**config.mk**
```make
export PLATFORM = sky130hd
export DESIGN_NAME = bit_serial_adder
export DESIGN_NICKNAME = d
export VERILOG_FILES = /design/src/rtl/bit_serial_pkg.sv /design/src/rtl/fa_cell.sv /design/src/rtl/bit_serial_adder.sv
export SDC_FILE = /design/constraint.sdc
export NUM_CORES = 1
export LEC_CHECK = 0
export CAP_MARGIN = 5
export CORE_MARGIN = 3
export CORE_UTILIZATION = 50
export CTS_BUF_LIST = sky130_fd_sc_hd__clkbuf_4 sky130_fd_sc_hd__clkbuf_8 sky130_fd_sc_hd__clkbuf_16
export CTS_CLUSTER_DIAMETER = 150
export CTS_CLUSTER_SIZE = 20
export DETAILED_ROUTE_END_ITERATION = 10
export GPL_ROUTABILITY_DRIVEN = 0
export HOLD_SLACK_MARGIN = 0.05
export MAX_ROUTING_LAYER = met4
export PLACE_DENSITY = 0.77
export SLEW_MARGIN = 20
export SYNTH_ARGS = -nofsm -noshare
export SYNTH_HDL_FRONTEND = slang
export SYNTH_SLANG_ARGS = --single-unit
```
**constraint.sdc**
```tcl
create_clock -name clk -period 3.1 [get_ports clk]
set_clock_uncertainty 0.15 [all_clocks]
set_input_delay 0.93 -clock clk [delete_from_list [all_inputs] [get_ports clk]]
set_output_delay 0.93 -clock clk [all_outputs]
set_load 0.01 [all_outputs]
```
**src/rtl/bit_serial_pkg.sv**
```systemverilog
// Shared definitions for the bit-serial adder: FSM state encoding and default width.
package bit_serial_pkg;

  localparam int DEFAULT_WIDTH = 8;

  typedef enum logic [1:0] {
    ST_IDLE = 2'd0,
    ST_RUN  = 2'd1,
    ST_DONE = 2'd2
  } state_e;

endpackage

```
**src/rtl/fa_cell.sv**
```systemverilog
// Single combinational full-adder cell, reused once per clock by the serial adder.
module fa_cell (
  input  logic a,
  input  logic b,
  input  logic cin,
  output logic sum,
  output logic carry
);

  assign sum   = a ^ b ^ cin;
  assign carry = (a & b) | (cin & (a ^ b));

endmodule

```
**src/rtl/bit_serial_adder.sv**
```systemverilog
// Bit-serial adder: one full-adder cell iterated LSB first, WIDTH cycles per add.
// Optional macro BIT_SERIAL_ADD_OVF_EN adds a two's-complement overflow output (ovf).
module bit_serial_adder
  import bit_serial_pkg::*;
#(
  parameter int WIDTH = DEFAULT_WIDTH
) (
  input  logic             clk,
  input  logic             rst_n,
  input  logic             start,
  input  logic [WIDTH-1:0] a,
  input  logic [WIDTH-1:0] b,
  input  logic             cin,
  output logic             busy,
  output logic             done,
  output logic [WIDTH-1:0] sum,
  output logic             carry
`ifdef BIT_SERIAL_ADD_OVF_EN
  ,
  output logic             ovf
`endif
);

  localparam int CW = $clog2(WIDTH);

  state_e           state_q, state_d;
  logic [WIDTH-1:0] a_sh_q, a_sh_d;
  logic [WIDTH-1:0] b_sh_q, b_sh_d;
  logic [WIDTH-1:0] sum_sh_q, sum_sh_d;
  logic             c_q, c_d;
  logic [CW-1:0]    cnt_q, cnt_d;
  logic [WIDTH-1:0] sum_q, sum_d;
  logic             carry_q, carry_d;
  logic             fa_s, fa_c;
`ifdef BIT_SERIAL_ADD_OVF_EN
  logic             ovf_q, ovf_d;
`endif

  fa_cell u_fa (
    .a     (a_sh_q[0]),
    .b     (b_sh_q[0]),
    .cin   (c_q),
    .sum   (fa_s),
    .carry (fa_c)
  );

  always_comb begin
    state_d  = state_q;
    a_sh_d   = a_sh_q;
    b_sh_d   = b_sh_q;
    sum_sh_d = sum_sh_q;
    c_d      = c_q;
    cnt_d    = cnt_q;
    sum_d    = sum_q;
    carry_d  = carry_q;
`ifdef BIT_SERIAL_ADD_OVF_EN
    ovf_d    = ovf_q;
`endif
    case (state_q)
      ST_IDLE: begin
        if (start) begin
          a_sh_d  = a;
          b_sh_d  = b;
          c_d     = cin;
          cnt_d   = '0;
          state_d = ST_RUN;
        end
      end
      ST_RUN: begin
        sum_sh_d = {fa_s, sum_sh_q[WIDTH-1:1]};
        a_sh_d   = a_sh_q >> 1;
        b_sh_d   = b_sh_q >> 1;
        c_d      = fa_c;
        cnt_d    = cnt_q + CW'(1);
        // Last bit: commit includes the bit computed this cycle, so outputs never show partials.
        if (cnt_q == CW'(WIDTH - 1)) begin
          sum_d   = sum_sh_d;
          carry_d = fa_c;
`ifdef BIT_SERIAL_ADD_OVF_EN
          ovf_d   = c_q ^ fa_c;
`endif
          cnt_d   = '0;
          state_d = ST_DONE;
        end
      end
      ST_DONE: state_d = ST_IDLE;
      default: state_d = ST_IDLE;
    endcase
  end

  always_ff @(posedge clk or negedge rst_n) begin
    if (!rst_n) begin
      state_q  <= ST_IDLE;
      a_sh_q   <= '0;
      b_sh_q   <= '0;
      sum_sh_q <= '0;
      c_q      <= 1'b0;
      cnt_q    <= '0;
      sum_q    <= '0;
      carry_q  <= 1'b0;
`ifdef BIT_SERIAL_ADD_OVF_EN
      ovf_q    <= 1'b0;
`endif
    end else begin
      state_q  <= state_d;
      a_sh_q   <= a_sh_d;
      b_sh_q   <= b_sh_d;
      sum_sh_q <= sum_sh_d;
      c_q      <= c_d;
      cnt_q    <= cnt_d;
      sum_q    <= sum_d;
      carry_q  <= carry_d;
`ifdef BIT_SERIAL_ADD_OVF_EN
      ovf_q    <= ovf_d;
`endif
    end
  end

  assign busy  = (state_q == ST_RUN) || (state_q == ST_DONE);
  assign done  = (state_q == ST_DONE);
  assign sum   = sum_q;
  assign carry = carry_q;
`ifdef BIT_SERIAL_ADD_OVF_EN
  assign ovf   = ovf_q;
`endif

endmodule

```
### Word-level counts from Yosys, hierarchy flattened

Cells that the tools add are included.

* register bits: 39
* bits of input ports: 20
* logic and storage cells: 37

* add/subtract/negate cells: 1
* equal/unequal tests: 5
* mux-type cells: 12
* bitwise logic cells: 5
* reduce and logical (&&, ||, !) cells: 6

Operators by type and width (number)
* $pmux W8 S2: 2
* $mux W8: 2
* $mux W3: 2
* $pmux W3 S2: 1
* $reduce_and A2 Y1: 3
* $mux W2: 2
* $ne A2 B2 Y1 const B: 2
* $pmux W2 S2: 1
* $add A3 B1 Y3 const B: 1
* $eq A3 B3 Y1 const B: 1
* $and A1 B1 Y1: 2
* $eq A2 B1 Y1 const B: 1
* $eq A2 B2 Y1 const B: 1
* $logic_not A2 Y1: 1
* $pmux W1 S2: 1
* $reduce_bool A2 Y1: 1
* $xor A1 B1 Y1: 2
* $logic_or A1 B1 Y1: 1
* $mux W1: 1
* $or A1 B1 Y1: 1

### Depth between registers and ports, before layout

Gate-level depths: netlist (run 1).

* depth in word-level cells: 4
* gate-level depth with buffers: 7

### Modules after synthesis

From an unflattened synthesis (run 1), not the netlist that was laid out.

* cells, all modules: 154
* area total of the unflattened synthesis: 1811.7 sq um

Modules (own cells, without submodules)
* bit_serial_adder: instances 1, cells each 153, area an instance 1791.7 sq um, seq. area each 950.9 sq um
* fa_cell: instances 1, cells each 1, area an instance 20.0 sq um, seq. area each 0.0 sq um

### Worst setup path before layout (run 1)

No wires, ideal clock.

* path kind: input -> register
* start point: input port start
* end point: register a_sh_q[2]
* library setup time: 130 ps
* arrival time: 1559 ps
* path slack: 1261 ps
* cell stages on the path: 4
* cells stage by stage: or2b_2 > buf_4 > nor2_1 > a211oi_2

* cells in the longest elaborated chain, start to end: 2

RTL lines
* start, declared: RTL line bit_serial_adder.sv:10 `input logic start,`
* $ne A2 B2 Y1 (no line)
* $reduce_and A2 Y1 (no line)
* end signal, assigned: RTL line bit_serial_adder.sv:106 `a_sh_q <= a_sh_d;`
* end, declared: RTL line bit_serial_adder.sv:27 `logic [WIDTH-1:0] a_sh_q, a_sh_d;`

Every way passes these cells.
A chain may end at the register's enable or synchronous reset.

### Worst setup path after layout (run 1)

* start point: register state_q[0]
* end point: output port busy

* cells in the longest elaborated chain, start to end: 2

RTL lines
* start, declared: RTL line bit_serial_adder.sv:26 `state_e state_q, state_d;`
* start signal, assigned: RTL line bit_serial_adder.sv:105 `state_q <= state_d;`
* $eq A2 B1 Y1 / $eq A2 B2 Y1 (equally long branches): RTL line bit_serial_adder.sv:119 `assign busy = (state_q == ST_RUN) || (state_q == ST_DONE);`
* $logic_or A1 B1 Y1 *: RTL line bit_serial_adder.sv:119
* end, declared: RTL line bit_serial_adder.sv:14 `output logic busy,`

Mark *: on every way between the ends. The rest lies on a longest branch, timed or not.

==> metrics.csv, run 1 <==
stage,metric,value,unit
cts,ctsHoldBuffers,0,
setup_path,rr_worst_depth,7,
cts,cts_max_path_buffers,2,
global_route,grt_max_degree,39,
yosys,synth_cell_types,33,
sta,tightest_slew,473,ps
final_layout,final_nets,212,
cts,cts_tree,done,
sta,drv_slew,0,
pwr,ir_drop,0.546,mV
die,core,0.00342,sq mm
setup_path,critical_path_class,reg2out,
global_route,grt_pass1_wl,6.07,mm
yosys,yosys-top-cells-count,"dfrtp_1 (38), mux2_2 (16), nor2_1 (13), o22ai_1 (10), nor3_1 (9)",
hold_path,min_from,sum[4],
setup_path,crit_arrival,1670,ps
sta,holdWs,366,ps
route,ant_nets,0,
yosys,synth_edf_count,0,
yosys,synth_nets,180,
cts,cts_resized,0,
setup_path,endpoint_kind,primary output,
die,start_util,0.534,
hold_path,hold_path_class,reg2reg,
route,firstDrtPassIters,4,
die,die_width,66.4,um
die,die_h,66.4,um
final_layout,diodes,0,
cts,insertion_delay,360,ps
pwr,p_total,0.00215,W
setup_path,r2r-start,state_q[0],
final_layout,drive_above_1_share,0.231,
cts,clk_transition_reported_paths,120,ps
pwr,power_density,949,mW/mm^2
global_route,grt_usage,0.194,
die,rows,21,
sta,hold_viol,0,
yosys,synth_top_area_cell,dfrtp_1,
yosys,yosys_warnings,0,
yosys,syn_area_per_cell,11.9,sq um
global_route,antenna_found_initial,0,
place,dp_hpwl,2.62,mm
yosys,synth_area,0.00182,sq mm
place,port_buffers,30,
sta,setup_viol,0,
route,drt_wl_total,3.61,mm
setup_path,crit_fanout,3,
hold_path,hold_path_depth,1,
final_layout,post-route-util,0.662,
yosys,yosysSeqAreaShare,0.522,
setup_path,required,2020,ps
yosys,ys_seq_elements,38,
route,wire_per_inst,15.6,um
yosys,synthTopCellsByArea,"dfrtp_1 (52%), mux2_2 (9.9%), ha_1 (4.1%)",
setup_path,cp-startpoint,state_q[0],
route,drc,0,
setup_path,r2r_slack,830,ps
cts,cts_root_buf,clkbuf_4,
route,vias_per_cell,5.59,
yosys,synth_top_cell_area_share,0.522,
route,vias,1297,
cts,cts_max_level,2,
yosys,netlist_instances,153,
die,ios,31,
final_layout,area_delta_synth_final,24.0,%
pwr,leakagePower,0.942,nW
die,die_area,0.00441,sq mm
yosys,yosysMostFrequentCell,dfrtp_1,
run_status,status,completed,
global_route,grt_pass1_vias,1291,
yosys,ys.flop_type,dfrtp_1,
final_layout,fin_area,0.00226,sq mm
flow_run,cap_violations,0,
sta,fmax,364,MHz
route,dr.first_iter.drc_count,18,
sta,fin_crit,2750,ps
cts,cts_buffers,5,
yosys,ys_async_sr_fraction,1.00,
sta,tns,0,ps
setup_path,startpoint_type,register,
sta,period_share,0.887,
cts,clock-sinks,38,
sta,slew_headroom,0.684,
global_route,gr-total-overflow,0,
sta,rsz0062_at_grt,no,
cts,postCtsSetupBuffers,0,
place,place_area,0.00215,sq mm
[worst max-delay path: stages (launching register included)]
cell	delay, ps
dfrtp_1	400
inv_1	90
ha_1	290
clkdlybuf4s50_1	540
[registers in the layout, summed over array words and instances, names as in the netlist]
name	flops
cnt_q	3
a_sh_q	8
carry	1
sum	8
sum_sh_q	7
b_sh_q	8
c_q	1
state_q	2
[layout by cell type, fill, tap and decap left out, drive strengths merged, types with 4 or more instances in the layout]
cell and n:
a221oi 4, inv 6, clkbuf 5, dfrtp 38
clkdlybuf4s50 30, ha 6, buf 5, o22ai 10
nor2 14, a22o 4, nor3 9, o21ai 5
a211oi 7, mux2 17
[logic make-up (layout without fill, tap and decap cells)]
logic type,after synthesis,count (layout),share of synthesized area
and+or+nand+nor,37,37,0.0995
adders and majority gates,7,7,0.0522
buffers and inverters,16,49,0.0480
AOI/OAI and AO/OA,38,38,0.174
DFF,38,38,0.522
muxes,17,17,0.105
[layout make-up]
cell class	count	area [sq um]
Fill cell	251	1160
Sequential cell	38	951
Multi-Input combinational cell	99	785
Timing Repair Buffer	35	338
Clock inverter	3	68.8
Tap cell	46	57.6
Clock buffer	5	37.5
Inverter	6	22.5
[path summary, 6_finish.rpt]
path                          endpoint
setup reg to reg             a_sh_q[6]
hold reg to reg                 sum[4]
max in group asynchronous    a_sh_q[5]
hold / removal                  sum[4]
min in group asynchronous  sum_sh_q[2]
setup / recovery                  busy
[power breakdown]
group          total (W)  switching (W)  internal (W)
Combinational   0.000899       0.000453      0.000446
Sequential      0.000818       0.000130      0.000688
Clock           0.000428       0.000176      0.000252
[stage by stage]
step	setup WS [ps]	instances
6_report	351	232
5_1_grt	283	232
4_1_cts	346	232
3_5_place_dp	440	224
3_3_place_gp	487	224
2_1_floorplan	1260	153
[routing by layer]
layer,vias up,part of all wire,GRT usage
met5,-,0,-
met4,0,0.019,0.0787
met3,10,0.042,0.0527
met2,29,0.51,0.315
met1,628,0.43,0.229
li1,630,-,-
(Power assumes the default switching activity.)
==> run 2, diff against run 1 <==
- HOLD_SLACK_MARGIN: 0.05 -> default
==> results of run 2 <==
The final DEF is identical to that of run 1; final timing and power are the same.
==> run 3, diff against run 2 <==
- SLEW_MARGIN: 20 -> 25
==> results of run 3 <==
The final DEF is identical to that of run 1; final timing and power are the same.
